===== src/rtl/puf_ro_array_ctrl.sv =====
// Ring-oscillator PUF controller: enables two selected ROs, counts their synchronised
// rising edges over a fixed window and reports which one ran faster.
module puf_ro_array_ctrl #(
    parameter int N_RO          = 8,
    parameter int CNT_BIT_SIZE  = 16,
    parameter int WIN_CYCLES    = 1024,
    parameter int SETTLE_CYCLES = 4,
    localparam int SEL_W        = (N_RO > 1) ? $clog2(N_RO) : 1
) (
    input  logic                    clk,
    input  logic                    rst,
    input  logic                    i_en,
    input  logic                    i_start,
    input  logic [SEL_W-1:0]        i_chal_a,
    input  logic [SEL_W-1:0]        i_chal_b,
    input  logic [N_RO-1:0]         i_ro,
    output logic [N_RO-1:0]         o_ro_en,
    output logic                    o_busy,
    output logic                    o_valid,
    output logic                    o_resp,
    output logic                    o_tie,
    output logic                    o_sat,
    output logic                    o_err,
    output logic [CNT_BIT_SIZE-1:0] o_cnt_a,
    output logic [CNT_BIT_SIZE-1:0] o_cnt_b,
    output logic [2:0]              o_state
);

    // Handshake: i_start is a request with no ready; it is sampled only while o_busy=0
    // (IDLE) and i_en=1. Each accepted request yields exactly one o_valid strobe unless
    // aborted; each rejected request yields exactly one o_err strobe.

    typedef enum logic [2:0] {
        IDLE    = 3'd0,
        ARM     = 3'd1,
        COUNT   = 3'd2,
        COMPARE = 3'd3,
        DONE    = 3'd4
    } state_t;

    localparam int WC_MAX = (WIN_CYCLES > SETTLE_CYCLES) ? WIN_CYCLES : SETTLE_CYCLES;
    localparam int WC_W   = $clog2(WC_MAX + 1);

    localparam logic [WC_W-1:0]         SETTLE_LAST = WC_W'(SETTLE_CYCLES - 1);
    localparam logic [WC_W-1:0]         WIN_LAST    = WC_W'(WIN_CYCLES - 1);
    localparam logic [CNT_BIT_SIZE-1:0] CNT_MAX     = '1;
    localparam logic [CNT_BIT_SIZE-1:0] CNT_PRE     = CNT_MAX - 1'b1;
    localparam logic [N_RO-1:0]         ONE_HOT0    = N_RO'(1);

    state_t                  state_q;
    state_t                  state_d;
    logic                    accept;
    logic                    reject;
    logic                    chal_ok;

    logic [SEL_W-1:0]        chal_a_q;
    logic [SEL_W-1:0]        chal_b_q;
    logic [WC_W-1:0]         win_q;

    logic [N_RO-1:0]         sync1_q;
    logic [N_RO-1:0]         sync2_q;
    logic [N_RO-1:0]         hist_q;
    logic [N_RO-1:0]         rise;
    logic                    edge_a;
    logic                    edge_b;

    logic [CNT_BIT_SIZE-1:0] cnt_a_q;
    logic [CNT_BIT_SIZE-1:0] cnt_b_q;
    logic                    sat_q;
    logic [N_RO-1:0]         sel_mask;

    assign chal_ok = (i_chal_a != i_chal_b)
                  && (int'(i_chal_a) < N_RO)
                  && (int'(i_chal_b) < N_RO);

    assign sel_mask = (ONE_HOT0 << i_chal_a) | (ONE_HOT0 << i_chal_b);

    assign rise   = sync2_q & ~hist_q;
    assign edge_a = rise[chal_a_q];
    assign edge_b = rise[chal_b_q];

    assign o_busy  = (state_q != IDLE);
    assign o_state = state_q;

    always_ff @(posedge clk or posedge rst) begin
        if (rst) begin
            state_q <= IDLE;
        end else begin
            state_q <= state_d;
        end
    end

    // Dropping i_en anywhere past IDLE aborts straight back to IDLE.
    always_comb begin
        state_d = state_q;
        accept  = 1'b0;
        reject  = 1'b0;
        case (state_q)
            IDLE: begin
                if (i_en && i_start) begin
                    if (chal_ok) begin
                        accept  = 1'b1;
                        state_d = ARM;
                    end else begin
                        reject  = 1'b1;
                    end
                end
            end
            ARM: begin
                if (!i_en) begin
                    state_d = IDLE;
                end else if (win_q == SETTLE_LAST) begin
                    state_d = COUNT;
                end
            end
            COUNT: begin
                if (!i_en) begin
                    state_d = IDLE;
                end else if (win_q == WIN_LAST) begin
                    state_d = COMPARE;
                end
            end
            COMPARE: begin
                state_d = i_en ? DONE : IDLE;
            end
            DONE: begin
                state_d = IDLE;
            end
            default: begin
                state_d = IDLE;
            end
        endcase
    end

    // One cycle counter shared by ARM and COUNT; it restarts on every state change.
    always_ff @(posedge clk or posedge rst) begin
        if (rst) begin
            win_q <= '0;
        end else if (state_d != state_q) begin
            win_q <= '0;
        end else if (state_q == ARM || state_q == COUNT) begin
            win_q <= win_q + 1'b1;
        end else begin
            win_q <= '0;
        end
    end

    always_ff @(posedge clk or posedge rst) begin
        if (rst) begin
            sync1_q <= '0;
            sync2_q <= '0;
            hist_q  <= '0;
        end else begin
            sync1_q <= i_ro;
            sync2_q <= sync1_q;
            hist_q  <= sync2_q;
        end
    end

    always_ff @(posedge clk or posedge rst) begin
        if (rst) begin
            chal_a_q <= '0;
            chal_b_q <= '0;
        end else if (accept) begin
            chal_a_q <= i_chal_a;
            chal_b_q <= i_chal_b;
        end
    end

    // Counters stick at all-ones; reaching all-ones marks the result as saturated.
    always_ff @(posedge clk or posedge rst) begin
        if (rst) begin
            cnt_a_q <= '0;
            cnt_b_q <= '0;
            sat_q   <= 1'b0;
        end else if (accept) begin
            cnt_a_q <= '0;
            cnt_b_q <= '0;
            sat_q   <= 1'b0;
        end else if (state_q == COUNT) begin
            if (edge_a && (cnt_a_q != CNT_MAX)) begin
                cnt_a_q <= cnt_a_q + 1'b1;
                if (cnt_a_q == CNT_PRE) begin
                    sat_q <= 1'b1;
                end
            end
            if (edge_b && (cnt_b_q != CNT_MAX)) begin
                cnt_b_q <= cnt_b_q + 1'b1;
                if (cnt_b_q == CNT_PRE) begin
                    sat_q <= 1'b1;
                end
            end
        end
    end

    always_ff @(posedge clk or posedge rst) begin
        if (rst) begin
            o_ro_en <= '0;
        end else if (accept) begin
            o_ro_en <= sel_mask;
        end else if (!(state_d == ARM || state_d == COUNT)) begin
            o_ro_en <= '0;
        end
    end

    always_ff @(posedge clk or posedge rst) begin
        if (rst) begin
            o_err   <= 1'b0;
            o_valid <= 1'b0;
        end else begin
            o_err   <= reject;
            o_valid <= (state_q == DONE) && i_en;
        end
    end

    // Results only change in COMPARE, so aborts and rejects leave them untouched.
    always_ff @(posedge clk or posedge rst) begin
        if (rst) begin
            o_resp  <= 1'b0;
            o_tie   <= 1'b0;
            o_sat   <= 1'b0;
            o_cnt_a <= '0;
            o_cnt_b <= '0;
        end else if (state_q == COMPARE && i_en) begin
            o_resp  <= (cnt_a_q > cnt_b_q);
            o_tie   <= (cnt_a_q == cnt_b_q);
            o_sat   <= sat_q;
            o_cnt_a <= cnt_a_q;
            o_cnt_b <= cnt_b_q;
        end
    end

endmodule


===== config.mk =====
export PLATFORM = sky130hd
export DESIGN_NAME = puf_ro_array_ctrl
export DESIGN_NICKNAME = d
export VERILOG_FILES = /design/src/rtl/puf_ro_array_ctrl.sv
export SDC_FILE = /design/constraint.sdc
export NUM_CORES = 1
export LEC_CHECK = 0
export ABC_AREA = 1
export CAP_MARGIN = 20
export CORE_MARGIN = 10
export CORE_UTILIZATION = 50
export DETAILED_ROUTE_END_ITERATION = 16
export PLACE_DENSITY = 0.76
export SLEW_MARGIN = 25
export SYNTH_ARGS = -nofsm -noshare
export SYNTH_HDL_FRONTEND = slang
export SYNTH_SLANG_ARGS = --single-unit

===== constraint.sdc =====
create_clock -name clk -period 4.8 [get_ports clk]
set_input_delay 0.72 -clock clk [delete_from_list [all_inputs] [get_ports clk]]
set_output_delay 0.72 -clock clk [all_outputs]
set_load 0.02 [all_outputs]

# After elaboration in Yosys (flattened, before gate mapping)
# Index checks and enable logic that the tools add are counted.
dict set report classes {
  magnitude_cmp 3
  n_eq_ne 16
  mux 34
  n_bitwise 3
  n_reduce_logical 14
  add_sub_neg 3
  shift 2
}
# cell n
set op_table {}
lappend op_table {{$mux W16} 6}
lappend op_table {{$add A16 B1 Y16 const B} 2}
lappend op_table {{$eq A16 B16 Y1 const B} 2}
lappend op_table {{$ne A16 B16 Y1 const B} 2}
lappend op_table {{$mux W11} 2}
lappend op_table {{$mux W3} 7}
lappend op_table {{$eq A16 B16 Y1} 1}
lappend op_table {{$gt A16 B16 Y1} 1}
lappend op_table {{$mux W8} 2}
lappend op_table {{$shl A1 B3 Y8 const A} 2}
lappend op_table {{$mux W1} 14}
lappend op_table {{$pmux W3 S4} 1}
lappend op_table {{$add A11 B1 Y11 const B} 1}
lappend op_table {{$eq A11 B10 Y1 const B} 1}
lappend op_table {{$eq A11 B2 Y1 const B} 1}
lappend op_table {{$eq A3 B2 Y1 const B} 3}
lappend op_table {{$and A8 B8 Y8} 1}
lappend op_table {{$lt A3 B4 Y1 const B} 2}
lappend op_table {{$not A8 Y8} 1}
lappend op_table {{$or A8 B8 Y8} 1}
lappend op_table {{$bmux W1 S3} 2}
lappend op_table {{$eq A3 B1 Y1 const B} 2}
lappend op_table {{$ne A3 B3 Y1} 2}
lappend op_table {{$reduce_bool A2 Y1} 3}
lappend op_table {{7 further kinds} 13}
dict set report totals {
  in_bits 18
  ff_bits 122
  elab_cells 93
  out_inout_bits 49
}

# Longest topological paths before layout
# Gate-level depths: netlist (run 1).
dict set report logic_depth {
  word_depth 10
  depth_mapped 13
  mapped_depth_nobuf 12
}

# Least setup slack after synthesis (run 1)
# Ideal clock, no wire load.
dict set report synth_timing {
  path_kind {input to register}
  from {input i_en}
  to {register cnt_a_q[10]}
  required_time_ps 4672
  n_path_buf 2
  setup_ps 128
  path_slack_ps 2964
  cell_stages 9
  arrival_ps 1708
  cell_sequence {inv_1 nor2_1 nand3_1 inv_1 nand2_2 buf_4 buf_2 nand3_1 o21ai_0}
}
dict set report synth_between {
  elab_chain_len 5
  elab_cells_between_ends 7
  classes_between {3 x mux; 4 x reduce/logical}
}
# element line
set synth_lines {}
lappend synth_lines {{start: declaration} 12} ;# input logic i_en,
lappend synth_lines {{$logic_and A1 B1 Y1 *} 100} ;# if (i_en && i_start) begin
lappend synth_lines {{$mux W1 *} 100}
lappend synth_lines {{$mux W1 *} 98} ;# case (state_q)
lappend synth_lines {{$reduce_bool A2 Y1 (no line)} n/a}
lappend synth_lines {{$reduce_and A2 Y1 (no line)} n/a}
lappend synth_lines {{end signal: assignment} 182} ;# cnt_a_q <= cnt_a_q + 1'b1;
lappend synth_lines {{end: declaration} 67} ;# logic [CNT_BIT_SIZE-1:0] cnt_a_q;
# Mark *: on every way between the ends. The rest lies on a longest branch, timed or not.
# A chain may end at the register's enable or synchronous reset.

# Final worst setup path (run 1)
dict set report layout_timing {
  from {input i_en}
  to {register win_q[10]}
}
dict set report layout_between {
  elab_chain_len 5
  elab_cells_between_ends 8
  classes_between {1 x eq/ne; 6 x mux; 1 x reduce/logical}
}
# element line
set layout_lines {}
lappend layout_lines {{$logic_and A1 B1 Y1} 100}
lappend layout_lines {{$mux W3} 100}
lappend layout_lines {{$pmux W3 S4 *} 98}
lappend layout_lines {{named net state_d[2]} 51} ;# state_t state_d;
lappend layout_lines {{$ne A3 B3 Y1 *} 139} ;# end else if (state_d != state_q) begin
lappend layout_lines {{$mux W11 *} 139}
lappend layout_lines {{end signal: assignment} 142} ;# win_q <= win_q + 1'b1;
lappend layout_lines {{end: declaration} 58} ;# logic [WC_W-1:0] win_q;
# The timed path passes the listed nets; every way through them passes the cells marked *.

==> summary.md, run 1 <==
| Metric | Value |
|---|---|
| Syn Nets | 749 |
| Hold_buf cts | 0 |
| Endpoints failing setup | 0 |
| H-tree levels | 4 |
| Status | finished, final reports clean |
| Largest area contributor in the netlist | dfrtp_1 |
| Startpoint types | input pin |
| Synth Warn # | 0 |
| Chip height | 130 um |
| Via count | 5,036 |
| Pwr dens | 358 mW/mm^2 |
| Max cap viols | 0 |
| Root Buffer | clkbuf_16 |
| Yosys top cell area share | 50.4% |
| Largest net degree at the start of global routing | 69 |
| Placed insts | 907 |
| Worst slew pin tran | 0.839 ns |
| Antenna violations before repair | 0 |
| Min-Delay Path Class | flip-flop to flip-flop |
| Fin crit period | 2.72 ns |
| Cts repair resizes | 0 |
| Max FO, Critical Path | 31 |
| Slew HR | 44.1% |
| Vias in the first global route | 4,966 |
| Yosys reg bits | 122 |
| Area contributors post-synth | dfrtp_1 50%, nand2_1 8.8%, nand3_1 7.3% |
| Final #Nets | 818 |
| Unrepaired setup endpoints after global routing | false |
| Layout area overhead | 22.8% |
| First-pass GRT wire length | 23.9 mm |
| Post-detail-place hpwl | 10.4 mm |
| Worst Setup Path Type | input pin to flip-flop |
| Post-Synth Simple-Gate Area | 25.6% |
| Final worst path period share | 56.6% |
| Num Clock Sinks | 122 |
| Synth Flop Type | dfrtp_1 |
| Post-synthesis instance area | 0.00605 mm^2 |
| CTS buffer count | 17 |
| Post-layout util | 62.4% |
| GR Util All Layers | 17.9% |
| Residual overflow from global routing | 0 |
| Setup Skew | 0.00620 ns |
| Pleak | 0.00341 uW |
| Crit end category | flip-flop |
| Vias per inst | 5.36 |
| Post-Synth Adder-Cell Area | 4.34% |
| Drt drc | 0 |
| VDD IR max | 0.288 mV |
| Arrival time of the worst setup path | 3.00 ns |
| Diode count | 0 |
| Die Span X | 130 um |
| Share of layout cells above drive strength 1 | 8.71% |
| Post-route ant nets | 0 |
| IO Pins | 67 |
| Post-Synthesis Cells | 710 |
| Synth async-reset ratio | 100% |
| Design Area, Final | 0.00743 mm^2 |
| R2r setup slk | 2.54 ns |
| Most frequent cell after synthesis | nand2_1 |
| IO buf count | 66 |
| Area of the core | 0.0119 mm^2 |
| CTS max path bufs | 2 |
| Setup bufs post-CTS | 0 |
| Final wirelength | 14.2 mm |
| Top post-synthesis cells by count | 142 x nand2_1, 122 x dfrtp_1, 88 x nand3_1, 74 x inv_1, 58 x o21ai_0 |
| Worst-path clk slew | 0.06 ns |
| Main combinational cell family by area after synthesis | simple AND/OR/NAND/NOR gates |
| Fin Setup TNS | 0 ns |
| Mean routed wirelength per cell | 15.1 um |
| Final Hold Fails | 0 |
| Seq/Total Area, Yosys | 50.4% |
| Cell variety after synth | 39 |
| Starting DRT DRC Count | 371 |
| DRT Pass-1 Iters | 7 |
| Mux share of post-synthesis cell area | 0% |
| Post-Synth XOR/XNOR Area | 4.20% |
| Dpl cell area | 0.00682 mm^2 |
| Later-pin clock latency in the skew report | 0.43 ns |
| WP data required | 5.09 ns |
| Synth Area in Compound Gates | 8.64% |
| Syn_area_per_cell | 8.52 um^2 |
| Routability congestion estimate from global placement | 0.906 |
| Max-slew violations | 0 |
| Die Area | 0.0169 mm^2 |
| Initial Util | 50.8% |
| Site Rows | 40 |
| Finished Layout Cells | 939 |
| CTS tree | built |
| Post-synth EDFFs | 0 |
| Fmax | 368 MHz |
state kept, by name, indices dropped and copies added (netlist names), 11 cells and up:
signal,count
cnt_b_q,16
o_cnt_b,16
cnt_a_q,16
o_cnt_a,16
win_q,11
per-stage QoR:
stage                     hold WS [ns]  total power, uW  setup WS, ns
after floorplan                  0.331             1280         0.837
after global placement           0.332             1340          1.78
after detailed placement         0.335             1360          1.67
after CTS                        0.348             2680          2.12
after global routing             0.356             2770          1.84
final                            0.347             2660          2.08
cell type report:
class	count	area, um^2
clock buffers	17	425
clock inverters	15	189
fillers	1044	4480
inverters	79	300
multi-input cells	489	2590
flip-flops and latches	122	3050
well taps	147	184
repair buffers	70	691
layout by cell type (no fill, tap or decap), types with 4 or more instances in the layout:
master           count
a21oi_1             12
a31oi_1              5
buf_4                4
clkbuf_16           17
clkdlybuf4s50_1     66
clkinv_4             4
dfrtp_1            122
ha_1                21
inv_1               73
inv_6                5
nand2_1            142
nand3_1             87
nand3_2              4
nand4_1              7
nor2_1              57
nor2_2              12
nor3_1              17
o21ai_0             58
o21ai_1             16
xor2_1              26
per-layer routing:
layer  up-vias  track usage, %  share of wire, %
met4         0            7.54               1.8
met3        24            5.23               5.3
met1      2386            21.9                44
li1       2475               -                 -
met2       151            28.8                49
met5         -               0                 0
final timing paths:
| check | startpoint | to | cells past startpoint |
|---|---|---|---|
| setup reg to reg | o_state[2] | win_q[10] | 8 |
| hold reg to reg | sync1_q[0] | sync2_q[0] | 0 |
| max in group asynchronous | rst | o_cnt_b[10] | 3 |
| min in group asynchronous | rst | sync1_q[4] | 2 |
| setup / recovery | i_en | win_q[10] | 10 |
| hold / removal | sync1_q[0] | sync2_q[0] | 0 |
worst max-delay path, cell delays in order:
cell	delay, ns
clkdlybuf4s50_1	0.49
inv_1	0.13
nor2_1	0.18
nand3_2	0.45
inv_1	0.29
nor2_1	0.07
o21ai_1	0.08
nor2_1	0.05
nand2_1	0.44
nor2_1	0.08
kinds of logic (layout without fill, tap and decap cells):
| kind of cell | count (synthesis) | count (layout) |
|---|---|---|
| AND/OR/NAND/NOR | 340 | 340 |
| adder cells (fa/ha/maj) | 21 | 21 |
| buffers and inverters | 99 | 181 |
| XOR/XNOR | 29 | 29 |
| AO/OA/AOI/OAI | 99 | 99 |
| flip-flops | 122 | 122 |
power breakdown:
| part | internal [uW] | switching, uW | total [uW] |
|---|---|---|---|
| combinational | 79.8 | 156 | 235 |
| sequential | 1070 | 35.8 | 1100 |
| clock | 825 | 498 | 1320 |
(Power assumes the default switching activity.)
==> run 2, diff against run 1 <==
==> constraint.sdc (replaced) <==
create_clock -name clk -period 2.8 [get_ports clk]
set_input_delay 0.42 -clock clk [delete_from_list [all_inputs] [get_ports clk]]
set_output_delay 0.42 -clock clk [all_outputs]
set_load 0.02 [all_outputs]
==> run 2 against run 1 <==
Net effect:
- combinational power grew 77%
- global-route usage hardly changed
- power increased by 77%
==> summary.md, run 2 (synthesis gave the netlist of run 1 again) <==
| Metric | Value |
|---|---|
| Crit path top cell by count | nand2_1 |
| Worst Setup Path Type | flip-flop to output pin |
| IO buf count | 66 (unchanged) |
| Most frequent cells in the layout | 142 x nand2_1, 122 x dfrtp_1, 87 x nand3_1, 73 x inv_1, 66 x clkdlybuf4s50_1 |
| Site Rows | 40 (unchanged) |
| Fin crit period | 2.27 ns |
| Later-pin clock latency in the skew report | 0.42 ns (about the same) |
| CTS buffer count | 17 (unchanged) |
| Fmax | 441 MHz |
| Routability congestion estimate from global placement | 0.913 (+0.79%) |
| Cell family with most CP delay | buffers and inverters |
| Max-slew violations | 0 (unchanged) |
| Pwr dens | 629 mW/mm^2 (+76%) |
| Fin Setup TNS | 0 ns (unchanged) |
| H-tree levels | 4 (unchanged) |
| Crit path buf inv count | 3 (unchanged) |
| Final worst path period share | 81.0% |
| Fill count | 981 (-6.0%) |
| Max cap viols | 0 (unchanged) |
| Post-detail-place hpwl | 10.2 mm (-1.6%) |
| Hold path start | sync1_q[5] |
| Setup bufs post-CTS | 0 (unchanged) |
| Worst-path clk slew | 0.05 ns (about the same) |
| Share of layout cells above drive strength 1 | 8.32% (-0.39 points) |
| Most common cell after layout, fill and taps aside | nand2_1 |
| Hold path cells | 0 (unchanged) |
| Endpoints failing setup | 0 (unchanged) |
| CP peak stage delay | 0.61 ns (+0.12 ns) |
| Initial Util | 50.8% (unchanged) |
| Status | finished, final reports clean |
| Worst R2R Path Depth | 11 (+3) |
| Max FO, Critical Path | 5 (-84%) |
| Vias in the first global route | 5,031 (+1.3%) |
| Diode count | 0 (unchanged) |
| IO Pins | 67 (unchanged) |
| Pleak | 0.00343 uW (+0.71%) |
| CTS tree | built |
| R2r setup slk | 0.67 ns (-1.87 ns) |
| Crit end category | output pin |
| First-pass GRT wire length | 24.3 mm (+1.4%) |
| Largest net degree at the start of global routing | 123 (+78%) |
| Area of the core | 0.0119 mm^2 (unchanged) |
| Mean routed wirelength per cell | 15.6 um (+2.9%) |
| Unrepaired setup endpoints after global routing | false |
| Hold EP | sync2_q[5] |
| Residual overflow from global routing | 0 (unchanged) |
| Post-route ant nets | 0 (unchanged) |
| Vias per inst | 5.46 (+1.7%) |
| VDD IR max | 0.378 mV (+31%) |
| Starting DRT DRC Count | 487 (+31%) |
| Root Buffer | clkbuf_16 |
| Final wirelength | 14.6 mm (+3.0%) |
| WP data required | 2.38 ns (-2.71 ns) |
| Die Area | 0.0169 mm^2 (unchanged) |
| Worst r2r dst | cnt_b_q[10] |
| DRT Pass-1 Iters | 6 (-1) |
| Worst slew pin tran | 0.647 ns (-0.192 ns) |
| Final Hold Fails | 0 (unchanged) |
| Chip height | 130 um (unchanged) |
| Setup Skew | 0.00818 ns (+0.00198 ns) |
| Slew HR | 56.9% (+13 points) |
| Via count | 5,129 (+1.8%) |
| Critical path depth | 5 (-5) |
| Hold_buf cts | 0 (unchanged) |
| CTS max path bufs | 2 (unchanged) |
| Final #Nets | 820 (+0.24%) |
| Crit-path cells | inv_2 > nand2_1 > inv_1 > nand2_1 > clkdlybuf4s50_1 |
| CP max-delay cell | clkdlybuf4s50_1 |
| Die Span X | 130 um (unchanged) |
| Layout area overhead | 23.8% |
| Drt drc | 0 (unchanged) |
| Arrival time of the worst setup path | 1.85 ns (-1.15 ns) |
| Min-Delay Path Class | flip-flop to flip-flop |
| Startpoint types | flip-flop |
| Num Clock Sinks | 122 (unchanged) |
| Antenna violations before repair | 0 (unchanged) |
| GR Util All Layers | 17.9% (+0.039 points) |
| Overall power | 4710 uW (+77%) |
| Origin of the critical flop-to-flop path | cnt_b_q[0] |
| Cts repair resizes | 0 (unchanged) |
run 2: cell types whose count changed in the layout (fill, tap and decap cells not counted), sizes merged:
cell / change
inv: -6
bufinv: +2
clkbuf: +7
clkinv: -4
buf: +2
run 2: per-stage QoR:
stage	setup slack, ns	instances	util (%)	hold WS [ns]	instance area, um^2
floorplan	0.883	710	-	0.331	6060
global placement	0.276	909	57.5	0.332	6850
detailed placement	0.228	909	57.5	0.335	6850
CTS	0.526	940	62.9	0.347	7490
global route	0.341	940	62.9	0.354	7490
finish	0.533	940	62.9	0.345	7490
run 2: worst max-delay path by stage:
| stage | end | startpoint | slack (ns) |
|---|---|---|---|
| global route | cnt_b_q[10] | i_en | 0.34 |
| global placement | cnt_b_q[10] | i_en | 0.28 |
| CTS | o_busy | o_state[1] | 0.53 |
| finish | o_busy | o_state[1] | 0.53 |
| detailed placement | cnt_b_q[10] | i_en | 0.23 |
| floorplan | chal_a_q[0] | rst | 0.88 |
run 2: final cells by class:
cell class | count | area (um^2) | area share (%)
Sequential cell | 122 | 3050 | 40.7
Multi-Input combinational cell | 489 | 2590 | 34.6
Timing Repair Buffer | 72 | 718 | 9.58
Clock buffer | 24 | 482 | 6.43
Inverter | 79 | 302 | 4.02
Tap cell | 147 | 184 | 2.45
Clock inverter | 7 | 163 | 2.17
run 2: power by group:
| group | switching, uW | total [uW] | internal, uW |
|---|---|---|---|
| clock | 761 | 2400 | 1640 |
| combinational | 275 | 416 | 141 |
| sequential | 63.9 | 1890 | 1830 |
run 2: per-layer routing:
layer | up-vias | wire length (um) | GRT usage (%)
met2 | 181 | 6970 | 28.7
met3 | 32 | 902 | 4.95
met1 | 2442 | 6480 | 22.5
met4 | 0 | 292 | 7.08
li1 | 2474 | - | -
met5 | - | 0 | 0
